==> src/rtl/wb_arbiter.sv <==
// Writeback arbiter: per-source FIFOs feeding one registered writeback port,
// with branch-first / round-robin grant and misprediction squash by ROB age.
package wb_arbiter_pkg;
    typedef struct packed {
        logic [3:0]  ROB_tag;
        logic [4:0]  rd;
        logic [31:0] val;
        logic [1:0]  src_fu;
    } wb_packet_t;
endpackage

// One source FIFO; head sits at index 0 so a squash is a simple in-order compaction.
module wb_arb_fifo
    import wb_arbiter_pkg::*;
#(
    parameter int DEPTH  = 2,
    parameter int RIDX_W = 4
) (
    input  logic              i_clk,
    input  logic              i_rst_n,
    input  logic              i_push,
    input  wb_packet_t        i_pkt,
    input  logic              i_pop,
    input  logic              i_recover,
    input  logic [RIDX_W-1:0] i_rob_head,
    input  logic [RIDX_W-1:0] i_rec_age,
    output logic              o_ready,
    output logic              o_head_ok,
    output wb_packet_t        o_head
);
    localparam int CNT_W = $clog2(DEPTH + 1);
    localparam int IDX_W = $clog2(DEPTH);

    wb_packet_t       r_mem [DEPTH];
    logic [CNT_W-1:0] r_cnt;
    wb_packet_t       w_mem_nx [DEPTH];
    logic [CNT_W-1:0] w_cnt_nx;

    // Age is relative to the ROB head, so index wrap falls out of the subtraction.
    function automatic logic f_kill(input logic [3:0] tag);
        logic [RIDX_W-1:0] w_age;
        w_age = tag[RIDX_W-1:0] - i_rob_head;
        return i_recover && (w_age > i_rec_age);
    endfunction

    assign o_ready   = (r_cnt != CNT_W'(DEPTH));
    assign o_head    = r_mem[0];
    assign o_head_ok = (r_cnt != '0) && !f_kill(r_mem[0].ROB_tag);

    always_comb begin
        w_mem_nx = r_mem;
        w_cnt_nx = '0;
        for (int i = 0; i < DEPTH; i++) begin
            if (CNT_W'(i) < r_cnt && !(i_pop && i == 0) && !f_kill(r_mem[i].ROB_tag)) begin
                w_mem_nx[w_cnt_nx[IDX_W-1:0]] = r_mem[i];
                w_cnt_nx = w_cnt_nx + CNT_W'(1);
            end
        end
        if (i_push && !f_kill(i_pkt.ROB_tag) && w_cnt_nx != CNT_W'(DEPTH)) begin
            w_mem_nx[w_cnt_nx[IDX_W-1:0]] = i_pkt;
            w_cnt_nx = w_cnt_nx + CNT_W'(1);
        end
    end

    always_ff @(posedge i_clk or negedge i_rst_n) begin
        if (!i_rst_n) begin
            r_cnt <= '0;
            for (int i = 0; i < DEPTH; i++) r_mem[i] <= '0;
        end else begin
            r_cnt <= w_cnt_nx;
            r_mem <= w_mem_nx;
        end
    end
endmodule

module wb_arbiter
    import wb_arbiter_pkg::*;
#(
    parameter  int NUM_SRC    = 4,
    parameter  int FIFO_DEPTH = 2,
    parameter  int ROB_DEPTH  = 16,
    parameter  int BR_SRC     = 2,
    localparam int RIDX_W     = $clog2(ROB_DEPTH)
) (
    input  logic                      clk_i,
    input  logic                      rst_i,
    input  logic [NUM_SRC-1:0]        in_valid_i,
    input  wb_packet_t [NUM_SRC-1:0]  in_packet_i,
    output logic [NUM_SRC-1:0]        in_ready_o,
    output logic                      wb_valid_o,
    output wb_packet_t                wb_packet_o,
    input  logic                      wb_ready_i,
    input  logic                      recover_i,
    input  logic [3:0]                recover_rob_tag_i,
    input  logic [RIDX_W-1:0]         rob_head_i
);
    localparam int SRC_W = (NUM_SRC > 1) ? $clog2(NUM_SRC) : 1;

    logic                     r_out_v;
    wb_packet_t               r_out_pkt;
    logic [SRC_W-1:0]         r_rr;

    logic [NUM_SRC-1:0]       w_push;
    logic [NUM_SRC-1:0]       w_pop;
    logic [NUM_SRC-1:0]       w_head_ok;
    wb_packet_t [NUM_SRC-1:0] w_head;
    logic [RIDX_W-1:0]        w_rec_age;
    logic [RIDX_W-1:0]        w_out_age;
    logic                     w_out_kill;
    logic                     w_load;
    logic                     w_gnt_v;
    logic [SRC_W-1:0]         w_gnt_idx;
    logic [SRC_W-1:0]         w_rr_nx;
    wb_packet_t               w_gnt_pkt;

    assign w_rec_age  = recover_rob_tag_i[RIDX_W-1:0] - rob_head_i;
    assign w_out_age  = r_out_pkt.ROB_tag[RIDX_W-1:0] - rob_head_i;
    assign w_out_kill = recover_i && (w_out_age > w_rec_age);
    assign w_load     = !r_out_v || wb_ready_i;
    assign w_push     = in_valid_i & in_ready_o;

    generate
        for (genvar s = 0; s < NUM_SRC; s++) begin : g_src
            wb_arb_fifo #(
                .DEPTH  (FIFO_DEPTH),
                .RIDX_W (RIDX_W)
            ) u_fifo (
                .i_clk      (clk_i),
                .i_rst_n    (rst_i),
                .i_push     (w_push[s]),
                .i_pkt      (in_packet_i[s]),
                .i_pop      (w_pop[s]),
                .i_recover  (recover_i),
                .i_rob_head (rob_head_i),
                .i_rec_age  (w_rec_age),
                .o_ready    (in_ready_o[s]),
                .o_head_ok  (w_head_ok[s]),
                .o_head     (w_head[s])
            );
            assign w_pop[s] = w_gnt_v && (w_gnt_idx == SRC_W'(s));
        end
    endgenerate

    // Branch source first; others round-robin from r_rr, which never points at BR_SRC.
    always_comb begin
        int idx;
        int nxt;
        idx       = 0;
        nxt       = 0;
        w_gnt_v   = 1'b0;
        w_gnt_idx = '0;
        w_rr_nx   = r_rr;
        if (w_load) begin
            if (w_head_ok[BR_SRC]) begin
                w_gnt_v   = 1'b1;
                w_gnt_idx = SRC_W'(BR_SRC);
            end else begin
                for (int k = 0; k < NUM_SRC; k++) begin
                    idx = (int'(r_rr) + k) % NUM_SRC;
                    if (!w_gnt_v && idx != BR_SRC && w_head_ok[idx]) begin
                        w_gnt_v   = 1'b1;
                        w_gnt_idx = SRC_W'(idx);
                        nxt       = (idx + 1) % NUM_SRC;
                        if (nxt == BR_SRC) nxt = (nxt + 1) % NUM_SRC;
                        w_rr_nx   = SRC_W'(nxt);
                    end
                end
            end
        end
        w_gnt_pkt        = w_head[w_gnt_idx];
        w_gnt_pkt.src_fu = 2'(w_gnt_idx);
    end

    always_ff @(posedge clk_i or negedge rst_i) begin
        if (!rst_i) begin
            r_out_v   <= 1'b0;
            r_out_pkt <= '0;
            r_rr      <= '0;
        end else begin
            r_rr <= w_rr_nx;
            if (w_load) begin
                r_out_v <= w_gnt_v;
                if (w_gnt_v) r_out_pkt <= w_gnt_pkt;
            end else if (w_out_kill) begin
                r_out_v <= 1'b0;
            end
        end
    end

    assign wb_valid_o  = r_out_v;
    assign wb_packet_o = r_out_pkt;
endmodule
==> config.mk <==
export PLATFORM = sky130hd
export DESIGN_NAME = wb_arbiter
export DESIGN_NICKNAME = d
export VERILOG_FILES = /design/src/rtl/wb_arbiter.sv
export SDC_FILE = /design/constraint.sdc
export NUM_CORES = 1
export LEC_CHECK = 0
export BUFFER_PORTS_ARGS = -buffer_cell sky130_fd_sc_hd__buf_2
export CAP_MARGIN = 20
export CORE_ASPECT_RATIO = 0.75
export CORE_MARGIN = 2
export CORE_UTILIZATION = 50
export CTS_CLUSTER_DIAMETER = 150
export CTS_CLUSTER_SIZE = 8
export DETAILED_ROUTE_END_ITERATION = 8
export PLACE_DENSITY = 0.7
export SYNTH_ARGS = -nofsm -noshare
export SYNTH_HDL_FRONTEND = slang
export SYNTH_SLANG_ARGS = --single-unit
export TNS_END_PERCENT = 5
==> constraint.sdc <==
create_clock -name clk_i -period 6.31 [get_ports clk_i]
set_input_delay 0.9465 -clock clk_i [delete_from_list [all_inputs] [get_ports clk_i]]
set_output_delay 0.9465 -clock clk_i [all_outputs]
set_load 0.005 [all_outputs]
# After elaboration in Yosys (flattened, before gate mapping)
# Index checks and enable logic that the tools add are counted.
op_classes:
  eq_ne: 19
  n_mux: 85
  n_bitwise: 16
  add_sub_neg: 31
  reduce_logical: 92
  magnitude_cmp: 42
op_table:
  columns: ["operator", "n"]
  rows:
  - ["$bwmux W86", 8]
  - ["$mux W86", 8]
  - ["$mux W43", 9]
  - ["$demux W43 S1", 8]
  - ["$bmux W43 S2", 1]
  - ["$logic_and A1 B1 Y1", 56]
  - ["$sub A4 B4 Y4", 14]
  - ["$gt A4 B4 Y1", 13]
  - ["$mux W2", 22]
  - ["$mux W1", 25]
  - ["$logic_not A1 Y1", 20]
  - ["$add A2 B1 Y2 const B", 9]
  - ["$ne A2 B2 Y1 const B", 9]
  - ["$ge A2 B2 Y1 const B", 8]
  - ["$lt A1 B2 Y1 const A", 8]
  - ["$lt A2 B1 Y1 const B", 8]
  - ["$not A1 Y2", 8]
  - ["$add A3 B2 Y4 const B", 3]
  - ["$eq A3 B3 Y1 const B", 4]
  - ["$lt A3 B4 Y1 const B", 3]
  - ["$reduce_or A2 Y1", 6]
  - ["$add A2 B2 Y2 const B", 5]
  - ["$reduce_bool A2 Y1", 5]
  - ["$ne A3 B3 Y1 const B", 3]
  - ["other kinds (13)", 22]
word_totals:
  regBits: 398
  elab_cells: 327
  output_inout_bits: 48
  in_bits: 188

# Logic depth before layout (Yosys ltp)
depth:
  depth_word: 44
  mapped_depth: 25
  mapped_depth_nobuf: 21

# Cells and area by module
# From an unflattened synthesis, not the netlist that was laid out.
hier_totals:
  hier_cells: 2725
  area_unflattened_um2: 25884.8
modules_own_cells:
  columns: ["mod", "instances", "cells_each", "area_each_um2", "seq_area_each_um2"]
  rows:
  - ["wb_arb_fifo (g_src[1].u_fifo ...)", 2, 511, 5054.8, 2202.1]
  - ["wb_arbiter", 1, 680, 5664.2, 1151.1]
  - ["wb_arb_fifo (g_src[0].u_fifo)", 1, 512, 5057.4, 2202.1]
  - ["wb_arb_fifo (g_src[3].u_fifo)", 1, 511, 5053.6, 2202.1]

# Worst setup path before layout
# No wires, ideal clock.
synth_path:
  path_kind: "input -> register"
  start: "input rob_head_i[1]"
  end: "register g_src[3].u_fifo.r_mem (netlist bit g_src[3].u_fifo.o_head[2])"
  path_buffers: 4
  setup_slack_ps: -350
  setup_time_ps: 142
  arrival_ps: 6518
  t_required_ps: 6168
  path_stages: 23
  path_cell_list: "inv_1 -> ha_1 -> a21o_1 -> a21oi_1 -> xnor2_1 -> ha_1 -> a31oi_1 -> o21ai_1 -> a21oi_2 -> mux2_2 -> a2bb2oi_1 -> a32oi_1 -> o2bb2ai_1 -> buf_4 -> buf_2 -> nand2_1 -> ha_1 -> nor3_1 -> clkbuf_1 -> buf_1 -> nor3_1 -> a21oi_1 -> a211oi_1"
synth_lines:
  columns: ["element", "line", "source"]
  rows:
  - ["from (decl)", "95", "input logic [RIDX_W-1:0] rob_head_i"]
  - ["to (signal assigned)", "71", "r_mem <= w_mem_nx;"]
  - ["to (decl)", "34", "wb_packet_t r_mem [DEPTH];"]

==> impl_metrics.csv <==
group,metric,value,unit
critical_path,path_buf_inv,4,
timing,whs,300,ps
route,via_count,18800,
critical_path,path_cells,"buf_2, clkinvlp_4, ha_4, a21o_1, a21oi_1, xnor2_4, ha_1, nand3_1, o21a_1, a21oi_1, mux2i_1, a2bb2oi_1, a211oi_2, o21ai_4, o21ai_1, inv_1, ha_1, nor3_2, nand2b_1, buf_12, nor2_1, a211oi_1",
clocking,cts_setup_buffers,0,
global_route,grt_pass1_wl,105,mm
run,drv_cap,0,
critical_path,r2r_slack,870,ps
floorplan,dieHeight,183,µm
place,dpl-instance-area,23200,µm²
clocking,clock_latency,590,ps
cells_and_area,fin_area,24700,µm²
critical_path,critPathLaunchType,"input port",
worst_hold_path,hp-class,"input port to async pin",
yosys,ys_ff_latch,382,
clocking,cts_sinks,382,
critical_path,crit_cells,22,
critical_path,arrival,6340,ps
clocking,clkTransAtPathRegs,50,ps
timing,slew_violations,0,
floorplan,coreArea,42100,µm²
clocking,cts_tree,"done",
route,drtAntennaViolNets,0,
floorplan,fp.dieArea,44500,µm²
floorplan,ioPinCount,236,
yosys,synth_edf_count,0,
yosys,avgSynthCellArea,9.60,µm²
timing,clock.fmax,170,MHz
cells_and_area,nFillCells,3586,
place,hpwl,45.5,mm
timing,period_share,93.2,%
critical_path,r2r_end,"g_src[1].u_fifo.o_head[16]",
place,port_buffers,227,
route,topRoutingLayerUsed,"met4",
critical_path,worstSetupPathType,"input port to register",
timing,layout_min_cycle_time,5880,ps
place,place_congestion,0.921,
cells_and_area,drive_above_1_share,16.2,%
timing,worstMarginPinSlew,1070,ps
floorplan,row_count,65,
critical_path,crit_family,"compound AO/OA/AOI/OAI gates",
yosys,ys_warn_count,0,
global_route,grt_antenna_before_repair,10,
status,outcome,"finished, final reports clean",
global_route,grtUsageTotal,29.7,%
critical_path,slowest_delay,460,ps
yosys,synth_ff_type,"dfrtp_1",
yosys,yosysSeqAreaShare,44.7,%
route,wl_met1,30.5,mm
timing,slew_headroom,28.6,%
floorplan,start_util,50.8,%
cells_and_area,area_growth,15.3,%
yosys,synth_cells,2228,
clocking,cts_buffers,53,
yosys,synth_area,21400,µm²
route,wl_met2,29.1,mm
critical_path,rr_startpoint,"g_src[1].u_fifo.o_head[39]",
critical_path,startpoint,"rob_head_i[1]",
route,drc,0,
cells_and_area,fin_cells,2969,
timing,setup_viol_count_final,0,
floorplan,die_x,243,µm
global_route,grt_pass1_vias,18200,
clocking,clockBufferDepth,3,
clocking,htree_levels,2,
timing,fin_setup_tns,0,ps
global_route,grt_max_degree,177,
route,wirelength,67.1,mm
critical_path,crit_slowest_cell,"a211oi_2",
place,placedCellCount,2903,
route,wl_per_cell,22.6,µm
yosys,syn-num-nets,2525,
critical_path,crit_end,"g_src[1].u_fifo.o_head[16]",
timing,report.final.hold_viol_count,0,
critical_path,rr_worst_depth,21,
cells_and_area,layout_common_cells,"dfrtp_1, nor3_1, nor2_1, buf_2, a22o_1",
timing,skew,33.6,ps
critical_path,crit_fanout,41,
timing,rsz0062_at_grt,"false",
critical_path,end_kind,"register",
critical_path,critical_path_required,6770,ps
route,dr.pass1.iters,5,
cells_and_area,num-nets-final,2687,
route,drt-initial-drc-count,2081,
route,wl_met3,5.26,mm
yosys,yosys.cell_types.count,64,
clocking,clockRootBuffer,"clkbuf_16",
route,vias_per_cell,6.32,
global_route,gr-total-overflow,0,
cells_and_area,layout.cells.most_common,"dfrtp_1",
yosys,ys_async_sr_fraction,100,%
## metrics by stage
| stage | worst slack (ps) | utilization, % |
|---|---|---|
| 5_1_grt | 87.1 | 58.6 |
| 4_1_cts | 424 | 58.4 |
| 3_3_place_gp | -44.1 | 55.1 |
| 6_report | 428 | 58.6 |
| 2_1_floorplan | -5.97 | - |
| 3_5_place_dp | -146 | 55.1 |
## timing repair
action                                  CTS  global route
endpoints found under the setup margin    0             9
hold buffers                              0             0
resized for setup                         0             1
## flip-flops by register name, indices dropped and copies added (netlist names)
signal	cells
r_rr	2
g_src.u_fifo.o_head	164
g_src.u_fifo.r_cnt	8
g_src.u_fifo.r_mem	164
wb_packet_o	43
wb_valid_o	1
## area by class of cell
class,count,area (µm²),area share (%)
Inverter,50,191,0.776
Tap cell,569,712,2.89
Multi-Input combinational cell,1607,10900,44.3
Clock buffer,54,1340,5.43
Antenna cell,8,20.0,0.0812
Timing Repair Buffer,296,1870,7.59
Clock inverter,3,41.3,0.167
Sequential cell,382,9560,38.8
## synthesized netlist by cell type, drive strengths merged, types with 3 or more instances
master / n / area share (%)
nand2: 115 / 2.0
ha: 95 / 5.6
nor2b: 8 / 0.23
nand4b: 3 / 0.12
clkinv: 3 / 0.053
nand4: 5 / 0.15
dfrtp: 382 / 45
nor3: 254 / 5.9
fa: 14 / 1.3
xor2: 16 / 0.65
a31oi: 46 / 1.3
o2bb2ai: 3 / 0.18
inv: 47 / 0.82
clkbuf: 134 / 2.4
or2: 3 / 0.088
mux2i: 122 / 5.7
o21ai: 110 / 2.6
maj3: 5 / 0.23
a22o: 165 / 6.8
o21bai: 6 / 0.21
and2: 5 / 0.15
o211ai: 3 / 0.11
buf: 55 / 1.6
a21oi: 153 / 3.7
nand2b: 13 / 0.38
nor2: 227 / 4.0
a21o: 16 / 0.56
nand3: 11 / 0.26
mux2: 3 / 0.16
o21a: 8 / 0.28
a211oi: 91 / 3.2
xnor2: 40 / 1.7
o221ai: 42 / 1.7
## logic make-up after synthesis
| family | count (synthesis) | share of synthesized area [%] |
|---|---|---|
| AO/OA/AOI/OAI | 664 | 21.7 |
| XOR/XNOR | 56 | 2.38 |
| adder cells (fa/ha/maj) | 114 | 7.10 |
| buffers and inverters | 239 | 4.82 |
| flip-flops | 382 | 44.7 |
| multiplexers | 125 | 5.87 |
| AND/OR/NAND/NOR | 648 | 13.4 |
## layer usage
| metal | global-route usage, % | vias up |
|---|---|---|
| li1 | - | 8476 |
| met1 | 45.6 | 9329 |
| met2 | 43.1 | 838 |
| met3 | 4.21 | 121 |
| met4 | 9.72 | 0 |
| met5 | 0 | - |
## worst register-to-register path: stages, from the launching register on
cell and delay [ps]:
dfrtp_1 370, inv_1 160, ha_1 180, inv_1 60
fa_1 440, ha_1 310, nor2b_1 140, o21ai_0 90
o21ai_1 300, a21oi_4 130, mux2_2 330, o2bb2ai_2 250
a211oi_2 490, o21ai_4 130, o21ai_1 350, inv_1 80
ha_1 310, nor3_2 360, nand2b_1 210, buf_12 230
nor2_1 100, a211oi_1 270
## worst min path at each step
stage                                         start                         end  slack, ps  depth (start not counted)
after global routing                          rst_i  g_src[3].u_fifo.o_head[36]        330                          1
final                                         rst_i  g_src[3].u_fifo.o_head[36]        300                          1
after detailed placement            wb_packet_o[27]             wb_packet_o[27]        470                          2
after floorplan           g_src[0].u_fifo.r_mem[10]   g_src[0].u_fifo.r_mem[10]        470                          1
after global placement              wb_packet_o[34]             wb_packet_o[34]        470                          2
after CTS                                     rst_i  g_src[3].u_fifo.o_head[35]        300                          1
Power is not shown: default switching activity piles up to over one toggle a cycle in this logic, so the estimate is an artifact.
